**src/rtl/nanov_arb_pkg.sv**
```systemverilog
// nanov_arb_pkg: shared states, defaults and idle-bus constant for the nanoV SPI arbiter
package nanov_arb_pkg;
  typedef enum logic [1:0] {ST_CPU, ST_TO_ALT, ST_ALT, ST_TO_CPU} arb_state_t;
  typedef struct packed {
    logic sel;
    logic clk_en;
    logic dout;
  } spi_bus_t;
  localparam int DEF_TURN_CYCLES = 4;
  localparam int DEF_CPU_MIN_CYCLES = 64;
  localparam int DEF_MAX_ALT_CYCLES = 1024;
  localparam spi_bus_t bus_idle = '{sel: 1'b1, clk_en: 1'b0, dout: 1'b0};
endpackage

```
**src/rtl/nanov_arb_turn_ctr.sv**
```systemverilog
// nanov_arb_turn_ctr: turnaround counter, o_done in the last of N cycles after a clear
module nanov_arb_turn_ctr
  import nanov_arb_pkg::*;
#(
  parameter int N = DEF_TURN_CYCLES
) (
  input  logic clk,
  input  logic rst,
  input  logic i_clr,
  output logic o_done
);
  localparam int W = $clog2(N + 1);
  localparam logic [W-1:0] last = W'(N - 1);
  logic [W-1:0] r_cnt;
  always_ff @(posedge clk or posedge rst)
    if (rst) r_cnt <= '0;
    else if (i_clr) r_cnt <= '0;
    else if (!o_done) r_cnt <= r_cnt + 1'b1;
  assign o_done = r_cnt >= last;
endmodule

```
**src/rtl/nanov_spi_arbiter.sv**
```systemverilog
// nanov_spi_arbiter: shares the SPI memory bus between the nanoV CPU and an alternate master.
// Optional alt-tenure timeout enabled by defining NANOV_ARB_TIMEOUT_EN.
module nanov_spi_arbiter
  import nanov_arb_pkg::*;
#(
  parameter int TURN_CYCLES    = DEF_TURN_CYCLES,
  parameter int CPU_MIN_CYCLES = DEF_CPU_MIN_CYCLES,
  parameter int MAX_ALT_CYCLES = DEF_MAX_ALT_CYCLES
) (
  input  logic clk,
  input  logic rst,
  input  logic cpu_spi_select,
  input  logic cpu_spi_out,
  input  logic cpu_spi_clk_enable,
  output logic cpu_stall,
  input  logic alt_req,
  output logic alt_gnt,
  input  logic alt_spi_select,
  input  logic alt_spi_out,
  input  logic alt_spi_clk_enable,
  output logic alt_timeout,
  output logic spi_select,
  output logic spi_out,
  output logic spi_clk_enable,
  input  logic spi_data_in,
  output logic data_in_out
);
  localparam int TW = $clog2(CPU_MIN_CYCLES + 1);
  localparam logic [TW-1:0] ten_max = TW'(CPU_MIN_CYCLES);
  arb_state_t r_state, w_state_nx;
  logic [TW-1:0] r_ten;
  logic r_alt_gnt;
  logic w_ten_done, w_grant, w_turn_done, w_to_hit, w_to_block;
  spi_bus_t w_cpu_bus, w_alt_bus, w_bus;

`ifdef NANOV_ARB_TIMEOUT_EN
  localparam int AW = $clog2(MAX_ALT_CYCLES + 1);
  localparam logic [AW-1:0] alt_last = AW'(MAX_ALT_CYCLES - 1);
  logic [AW-1:0] r_alt_cnt;
  logic r_timeout;
  always_ff @(posedge clk or posedge rst)
    if (rst) begin
      r_alt_cnt <= '0;
      r_timeout <= 1'b0;
    end else begin
      r_alt_cnt <= (r_state == ST_ALT) ? r_alt_cnt + 1'b1 : '0;
      r_timeout <= w_to_hit | (r_timeout & alt_req);
    end
  assign w_to_hit = (r_state == ST_ALT) && (r_alt_cnt >= alt_last);
  assign w_to_block = r_timeout;
  assign alt_timeout = r_timeout;
`else
  assign w_to_hit = 1'b0;
  assign w_to_block = 1'b0;
  assign alt_timeout = 1'b0;
`endif

  nanov_arb_turn_ctr #(.N(TURN_CYCLES)) u_turn (
    .clk(clk),
    .rst(rst),
    .i_clr(w_state_nx != r_state),
    .o_done(w_turn_done)
  );

  assign w_ten_done = r_ten >= ten_max;
  assign w_grant = (r_state == ST_CPU) && alt_req && cpu_spi_select && w_ten_done && !w_to_block;

  always_comb begin
    w_state_nx = r_state;
    case (r_state)
      ST_CPU:    w_state_nx = w_grant ? ST_TO_ALT : ST_CPU;
      ST_TO_ALT: w_state_nx = w_turn_done ? ST_ALT : ST_TO_ALT;
      ST_ALT:    w_state_nx = (w_to_hit || (!alt_req && alt_spi_select)) ? ST_TO_CPU : ST_ALT;
      ST_TO_CPU: w_state_nx = w_turn_done ? ST_CPU : ST_TO_CPU;
      default:   w_state_nx = ST_CPU;
    endcase
  end

  always_ff @(posedge clk or posedge rst)
    if (rst) begin
      r_state   <= ST_CPU;
      r_ten     <= '0;
      r_alt_gnt <= 1'b0;
    end else begin
      r_state   <= w_state_nx;
      r_ten     <= (r_state != ST_CPU) ? '0 : w_ten_done ? r_ten : r_ten + 1'b1;
      r_alt_gnt <= w_state_nx == ST_ALT;
    end

  // Bus is forced idle during reset even though the state already reads CPU.
  assign w_cpu_bus = '{sel: cpu_spi_select, clk_en: cpu_spi_clk_enable, dout: cpu_spi_out};
  assign w_alt_bus = '{sel: alt_spi_select, clk_en: alt_spi_clk_enable, dout: alt_spi_out};
  assign w_bus = rst ? bus_idle : (r_state == ST_CPU) ? w_cpu_bus : (r_state == ST_ALT) ? w_alt_bus : bus_idle;
  assign spi_select = w_bus.sel;
  assign spi_clk_enable = w_bus.clk_en;
  assign spi_out = w_bus.dout;
  assign data_in_out = spi_data_in;
  assign cpu_stall = (r_state != ST_CPU) || w_grant;
  assign alt_gnt = r_alt_gnt;
endmodule
```
**config.mk**
```make
export PLATFORM = sky130hd
export DESIGN_NAME = nanov_spi_arbiter
export DESIGN_NICKNAME = d
export VERILOG_FILES = /design/src/rtl/nanov_arb_pkg.sv /design/src/rtl/nanov_arb_turn_ctr.sv /design/src/rtl/nanov_spi_arbiter.sv
export SDC_FILE = /design/constraint.sdc
export NUM_CORES = 1
export LEC_CHECK = 0
export ABC_AREA = 1
export BUFFER_PORTS_ARGS = -buffer_cell sky130_fd_sc_hd__buf_2
export CORE_MARGIN = 3
export CORE_UTILIZATION = 28
export CTS_CLUSTER_SIZE = 20
export DETAILED_ROUTE_END_ITERATION = 6
export SYNTH_ARGS = -nofsm -noshare
export SYNTH_HDL_FRONTEND = slang
export SYNTH_HIERARCHICAL = 1
export SYNTH_SLANG_ARGS = --single-unit
```
**constraint.sdc**
```tcl
create_clock -name clk -period 2.29 [get_ports clk]
set_clock_uncertainty 0.1 [all_clocks]
set_input_delay 0.458 -clock clk [delete_from_list [all_inputs] [get_ports clk]]
set_output_delay 0.458 -clock clk [all_outputs]
set_load 0.1 [all_outputs]
```
Word-level counts from Yosys, hierarchy flattened --
Index checks and enable logic that the tools add are counted.
Storage, ports and cells: bits in latches 0, ROM bits 0, memories 0, bits in writable memories 0, register bits after elaboration 13
Operators by class: reductions and logical operators 8, multiplexer cells 12, shift-type cells 0, $lt $le $gt $ge 2, bitwise gates (word level) 0, multipliers 0, divide/modulo/power cells 0, eq/ne operators 7, add/sub/neg operators 2
Operators by type and width (count):
- $mux W3 | 5
- $mux W7 | 2
- $pmux W2 S4 | 1
- $add A7 B1 Y7 const B | 1
- $ge A7 B7 Y1 const B | 1
- $eq A2 B2 Y1 const B | 3
- $logic_and A1 B1 Y1 | 4
- $mux W2 | 2
- $ne A2 B1 Y1 const B | 2
- $add A3 B1 Y3 const B | 1
- $ge A3 B2 Y1 const B | 1
- $eq A2 B1 Y1 const B | 1
- $logic_not A2 Y1 | 1
- $mux W1 | 2
- $ne A2 B2 Y1 | 1
- $reduce_bool A2 Y1 | 1
- $logic_not A1 Y1 | 1
- $logic_or A1 B1 Y1 | 1

Longest topological paths before layout --
Gate-level depths: netlist (run 1).
word-level depth 8, mapped depth 9, depth with buffers taken out 9

Modules after synthesis --
The synthesis (run 1) kept the hierarchy.
Modules (own cells, without submodules):
- nanov_spi_arbiter | cells each 72, area each 576.8 µm², instances 1, seq. area each 250.2 µm²
- nanov_arb_turn_ctr | cells each 22, area each 186.4 µm², instances 1, seq. area each 75.1 µm²

Worst setup path before layout (run 1) --
Ideal clock, no wire load.
path kind reg2out, start point register r_state[0], end point output port spi_clk_enable, cell stages (with the launch flop) 4, arrival time 2.203 ns, setup slack -0.471 ns, data required time 1.732 ns, buffers on the path 0, path through dfrtp_1 > nor2_4 > nand2_1 > a21oi_1
On the way: longest elaborated chain between the ends 4
RTL lines:
- from (decl) | RTL line nanov_spi_arbiter.sv:30 | arb_state_t r_state, w_state_nx;
- from (signal assigned) | RTL line nanov_spi_arbiter.sv:85 | r_state <= w_state_nx;
- $eq A2 B2 Y1 | RTL line nanov_spi_arbiter.sv:93 | assign w_bus = rst ? bus_idle : (r_state == ST_CPU) ? w_cpu_bus : (r_state == ST_ALT) ? w_alt_bus : bus_idle;
- $mux W3 | RTL line nanov_spi_arbiter.sv:93
- $mux W3 (*) (2 in series) | RTL line nanov_spi_arbiter.sv:93
- to (decl) | RTL line nanov_spi_arbiter.sv:24 | output logic spi_clk_enable,
Mark *: on every way between the ends. The rest lies on a longest branch, timed or not.

Worst setup path after layout (run 1) --
start point input port rst, end point output port spi_select
On the way: longest elaborated chain between the ends 1
RTL lines:
- from (decl) | RTL line nanov_spi_arbiter.sv:11 | input logic rst,
- $mux W3 | RTL line nanov_spi_arbiter.sv:93
- to (decl) | RTL line nanov_spi_arbiter.sv:22 | output logic spi_select,
Every way passes these cells.

==> metrics, run 1 <==
status completed; row count 18; post-synthesis sequential area ratio 42.6%; Arrival @ worst endpoint 1.60 ns; die height 58.2 um; mux contribution to synthesized area 0%; drt pass-1 iters 6; FMAX 463 MHz; # nets final 125; TritonCTS Buffers 3; worst r2r src u_turn/r_cnt[0]$_DFFE_PP0P_; vias in the first global route 601; Post-Route M1 WL 677 um; commonest non-fill, non-tap cell in the layout nand2_1; n_diodes 0; Cell Area, Synth 763 um^2; Worst EP required 1.73 ns; Layout area overhead 19.5%; Setup TNS 0 ns; pin count of the biggest net entering global routing 11; Fin. Hold Viols 0; worst reg2reg setup slack 0.57 ns; DR iter-0 viols 35; Post-DRT Antenna Nets 0; Initial Util 30.0%; RSZ-0062 raised after global routing no; Critical R2R Capture u_turn/r_cnt[1]$_DFFE_PP0P_; crit-path max FO 4; Chip Width 58.2 um; maximum buffer depth of the clock tree 2; Vias 642; WL met3 57 um; pwr/cell area 1370 mW/mm^2; crit end category primary output; post-DR vias/cell 4.55; Reg2Reg Depth 9; adder-cell share of the synthesized area 4.92%; CTS H-tree depth 1; worst-path cell chain dlygate4sd3_1, buf_2, inv_1, nand3_1, clkbuf_4; Final period util 94.2%; drt wl/cell 10.3 um; Setup Buffers After CTS 0; Synth Area in Compound Gates 4.59%; CTS tree done; hold path depth 3; critical path class primary input to primary output; Post-Route WL 1450 um; die area 0.00339 mm^2; hpwl dp 1140 um; warnings from Yosys 6; most frequent cells in the layout nand2_1, dfrtp_1, inv_1, buf_2; max-cap violations 0; top sig layer met3; minimum clock period 2.16 ns; first-pass GRT wire length 2430 um; Setup Slack @ Placement 0.339 ns; # port buffers 13; Post-Synth XOR/XNOR Area 1.15%; clk_lat worst skew 0.28 ns; Leakage 0.470 nW; max-slew violations 0; Syn Inst Count 94; Min-Delay Path Class primary input to flop; Core ar. 0.00254 mm^2; Critical path origin rst; total grt overflow 0; # clock sinks 13; Distinct cells, synth 21; CTS root buf clkbuf_4; syn_nets 107; final setup violation count 0; Synth Area in Simple Gates 37.4%; slowest CP cell dlygate4sd3_1; DRC violations left 0; average cell area after synthesis 8.12 um^2; hold worst-path end r_state[0]$_DFF_PP0_; antenna violations before repair 0; total track usage 9.15%; hold_sp alt_spi_select; GP Congestion 0.774; VDD IR max 0.810 mV; Worst setup SP type primary input; CTS clk-pin slew, worst paths 0.08 ns; Detail Route met2 WL 716 um; layout cell share with drive strength beyond 1 31.5%; FF+latch count, synth 13; # IOs 17; slowest stage delay, CP 0.52 ns; Setup WS post-layout 0.132 ns; largest family of logic cells by synthesized area simple AND/OR/NAND/NOR gates
metal layers:
layer	vias to the layer above	track usage, %
li1	332	-
met1	298	11.6
met2	12	15.3
met3	0	2.00
met4	0	2.98
met5	-	0
power breakdown:
group	switching [mW]	internal (mW)	total [mW]
clock network	0.0755	0.0676	0.143
registers	0.0781	0.298	0.376
logic	0.542	0.189	0.731
total	0.696	0.555	1.25
critical path, delay by kind of cell:
kind | cells | cell delay [ns]
AND/OR/NAND/NOR | 1 | 0.08
buffers and inverters | 4 | 1.06
flip-flops by register name, summed over array words and instances, names as in the netlist:
| signal | flops |
|---|---|
| alt_gnt | 1 |
| r_state | 2 |
| r_ten | 7 |
| u_turn/r_cnt | 3 |
worst max path at each step:
stage / to / slack, ns / cells after the start
2_1_floorplan: spi_clk_enable / 0.13 / 3
3_3_place_gp: spi_clk_enable / 0.40 / 4
3_5_place_dp: spi_clk_enable / 0.34 / 4
4_1_cts: spi_clk_enable / 0.02 / 4
5_1_grt: spi_clk_enable / 0.03 / 4
6_report: spi_select / 0.13 / 5
cells in the mapped netlist (all sizes together):
cell	instances	area share [%]
ha	3	4.9
nor2	13	10
dfrtp	13	43
buf	2	2.0
nor3	1	1.3
nand2	24	13
conb	1	0.49
inv	14	6.9
and3	1	0.82
nand3b	2	2.0
a21oi	6	3.9
nand3	7	5.2
nand4	5	4.9
o21ai	1	0.66
xor2	1	1.1
cell families (layout without fill, tap and decap cells):
kind of cell / Yosys count / in the layout
compound gates: 7 / 7
xor+xnor: 1 / 1
fa+ha+maj: 3 / 3
buf+inv: 16 / 33
flops: 13 / 13
other cells: 1 / 1
simple gates: 53 / 53
per-stage QoR:
stage / util, % / power, mW / cell area [um^2] / cells / hold WS (ns)
floorplan: - / 0.987 / 771 / 94 / 0.112
global placement: 34.0 / 1.09 / 866 / 136 / 0.273
detailed placement: 34.0 / 1.10 / 866 / 136 / 0.273
CTS: 35.4 / 1.25 / 902 / 141 / 0.409
global route: 35.8 / 1.36 / 912 / 141 / 0.416
finish: 35.8 / 1.25 / 912 / 141 / 0.419
area by class of cell:
cell class,count,area [um^2]
inverters,14,52.6
well taps,30,37.5
fillers,258,1630
multi-input cells,65,378
repair buffers,15,92.6
clock buffers,4,26.3
flip-flops and latches,13,325
timing repair:
item / CTS / global route
gates resized for setup: 0 / 4
hold buffers: 1 / 0
endpoints found under the hold margin: 3 / 0
setup endpoints to repair: 0 / 4
Note: power is estimated with default switching activity, not from simulation.
==> inputs of run 2 (changes only) <==
Clock period 2.29 ns to 1.8 ns, I/O delays scaled along.
==> metrics, run 2 (same netlist as run 1, synthesis figures left out) <==
Worst EP required 1.34 ns; Initial Util 30.0%; Arrival @ worst endpoint 1.37 ns; final core utilization 41.1%; clk_lat worst skew 0.27 ns; CP top delay family flip-flops; Final period util 101%; Core ar. 0.00254 mm^2; Post-DRT Antenna Nets 0; commonest non-fill, non-tap cell in the layout nand2_1; slowest CP cell dfrtp_2; Setup TNS -0.0662 ns; # port buffers 13; Final Cell Area 0.00105 mm^2; CTS H-tree depth 1; worst-path cell chain nor2_4, nand4_2, nand2_2, buf_12; hpwl dp 1180 um; Chip Width 58.2 um; die height 58.2 um; die area 0.00339 mm^2; Worst setup SP type flop; Tot Pwr 1.88 mW; status finished, violations left; final setup violation count 4; critical path class flop to primary output; # nets final 131; maximum buffer depth of the clock tree 2; drt pass-1 iters 4; crit end category primary output; CTS clk-pin slew, worst paths 0.08 ns; RSZ-0062 raised after global routing yes; VDD IR max 1.17 mV; # clock sinks 13; minimum clock period 1.83 ns; most frequent cells in the layout nand2_1, dfrtp_1, inv_1, buf_2; pin count of the biggest net entering global routing 11; TritonCTS Buffers 3; total track usage 10.0%; Cell Area, Placed 956 um^2; total grt overflow 0; # IOs 17; CTS root buf clkbuf_4; pwr/cell area 1800 mW/mm^2; slowest stage delay, CP 0.46 ns; Min-Delay Path Class primary input to asynchronous set/reset pin; n_diodes 0; final std cells w/o fill 147; CTS tree done; Largest regs r_ten (7), u_turn/r_cnt (3), r_state (2); max-cap violations 0; placed cells 137; max-slew violations 0; antenna violations before repair 0; GP Congestion 0.710; DR iter-0 viols 18; row count 18; Leakage 0.525 nW; Reg with most FFs r_ten; max FFs per register 7; Vias 653; Worst Path Buf+Inv 1; drt wl/cell 10.4 um; Post-Route WL 1530 um; Reg2Reg Depth 9; first-pass GRT wire length 2700 um; post-DR vias/cell 4.44; FMAX 548 MHz; crit-path max FO 5; layout cell share with drive strength beyond 1 41.9%; Fin. Hold Viols 0; vias in the first global route 625; Layout area overhead 37.0%; violated checks setup timing; DRC violations left 0; Setup WS post-layout -0.0260 ns; worst reg2reg setup slack 0.10 ns; Levels on crit path 4
[run 2: what timing repair did]
item / in CTS / in global routing
setup endpoints to repair: 3 / 7
resized for setup: 5 / 1
hold buffers: 1 / 0
endpoints found under the hold margin: 3 / 0
buffers inserted: 4 / 1
pin swaps: 2 / 1
[run 2: path summary, 6_finish.rpt]
kind / startpoint / end
setup reg to reg: u_turn/r_cnt[1]$_DFFE_PP0P_ / u_turn/r_cnt[0]$_DFFE_PP0P_
max in group asynchronous: rst / u_turn/r_cnt[1]$_DFFE_PP0P_
min in group clk: alt_spi_select / r_state[0]$_DFF_PP0_
hold / removal: rst / r_state[0]$_DFF_PP0_
setup / recovery: r_state[0]$_DFF_PP0_ / cpu_stall
hold reg to reg: r_ten[3]$_DFFE_PP0P_ / r_ten[3]$_DFFE_PP0P_
[run 2: final cells by class]
cell class              count  area (um^2)
clock buffers               3         22.5
clock inverters             1         5.00
fillers                   254         1500
inverters                  14         52.6
multi-input cells          65          413
flip-flops and latches     13          328
well taps                  30         37.5
repair buffers             21          188
[run 2: metrics by stage]
step           hold slack (ns)  setup slack, ns
6_report                0.0457          -0.0260
4_1_cts                 0.0509          -0.0242
3_5_place_dp             0.207            0.123
3_3_place_gp             0.205            0.171
2_1_floorplan           0.0136          -0.0184
5_1_grt                 0.0778           -0.114
[run 2: power breakdown]
part	internal, mW	total, mW	switching, mW
sequential	0.384	0.483	0.0984
clock	0.0823	0.180	0.0980
combinational	0.450	1.22	0.768
total	0.916	1.88	0.964
[run 2: worst reg2reg max path, cell delays in order (launching register included)]
cell,delay [ns]
dfrtp_1,0.42
ha_1,0.20
ha_1,0.21
nor2_4,0.12
nand2_2,0.09
nand2_1,0.10
nand3_1,0.09
inv_2,0.11
nand4_1,0.11
nand2_1,0.08
[run 2: layer usage]
metal	GRT usage, %	wire, um	up-vias
met5	0	0	-
li1	-	-	347
met4	1.99	6	0
met2	15.2	686	12
met1	14.8	769	292
met3	2.00	62	2
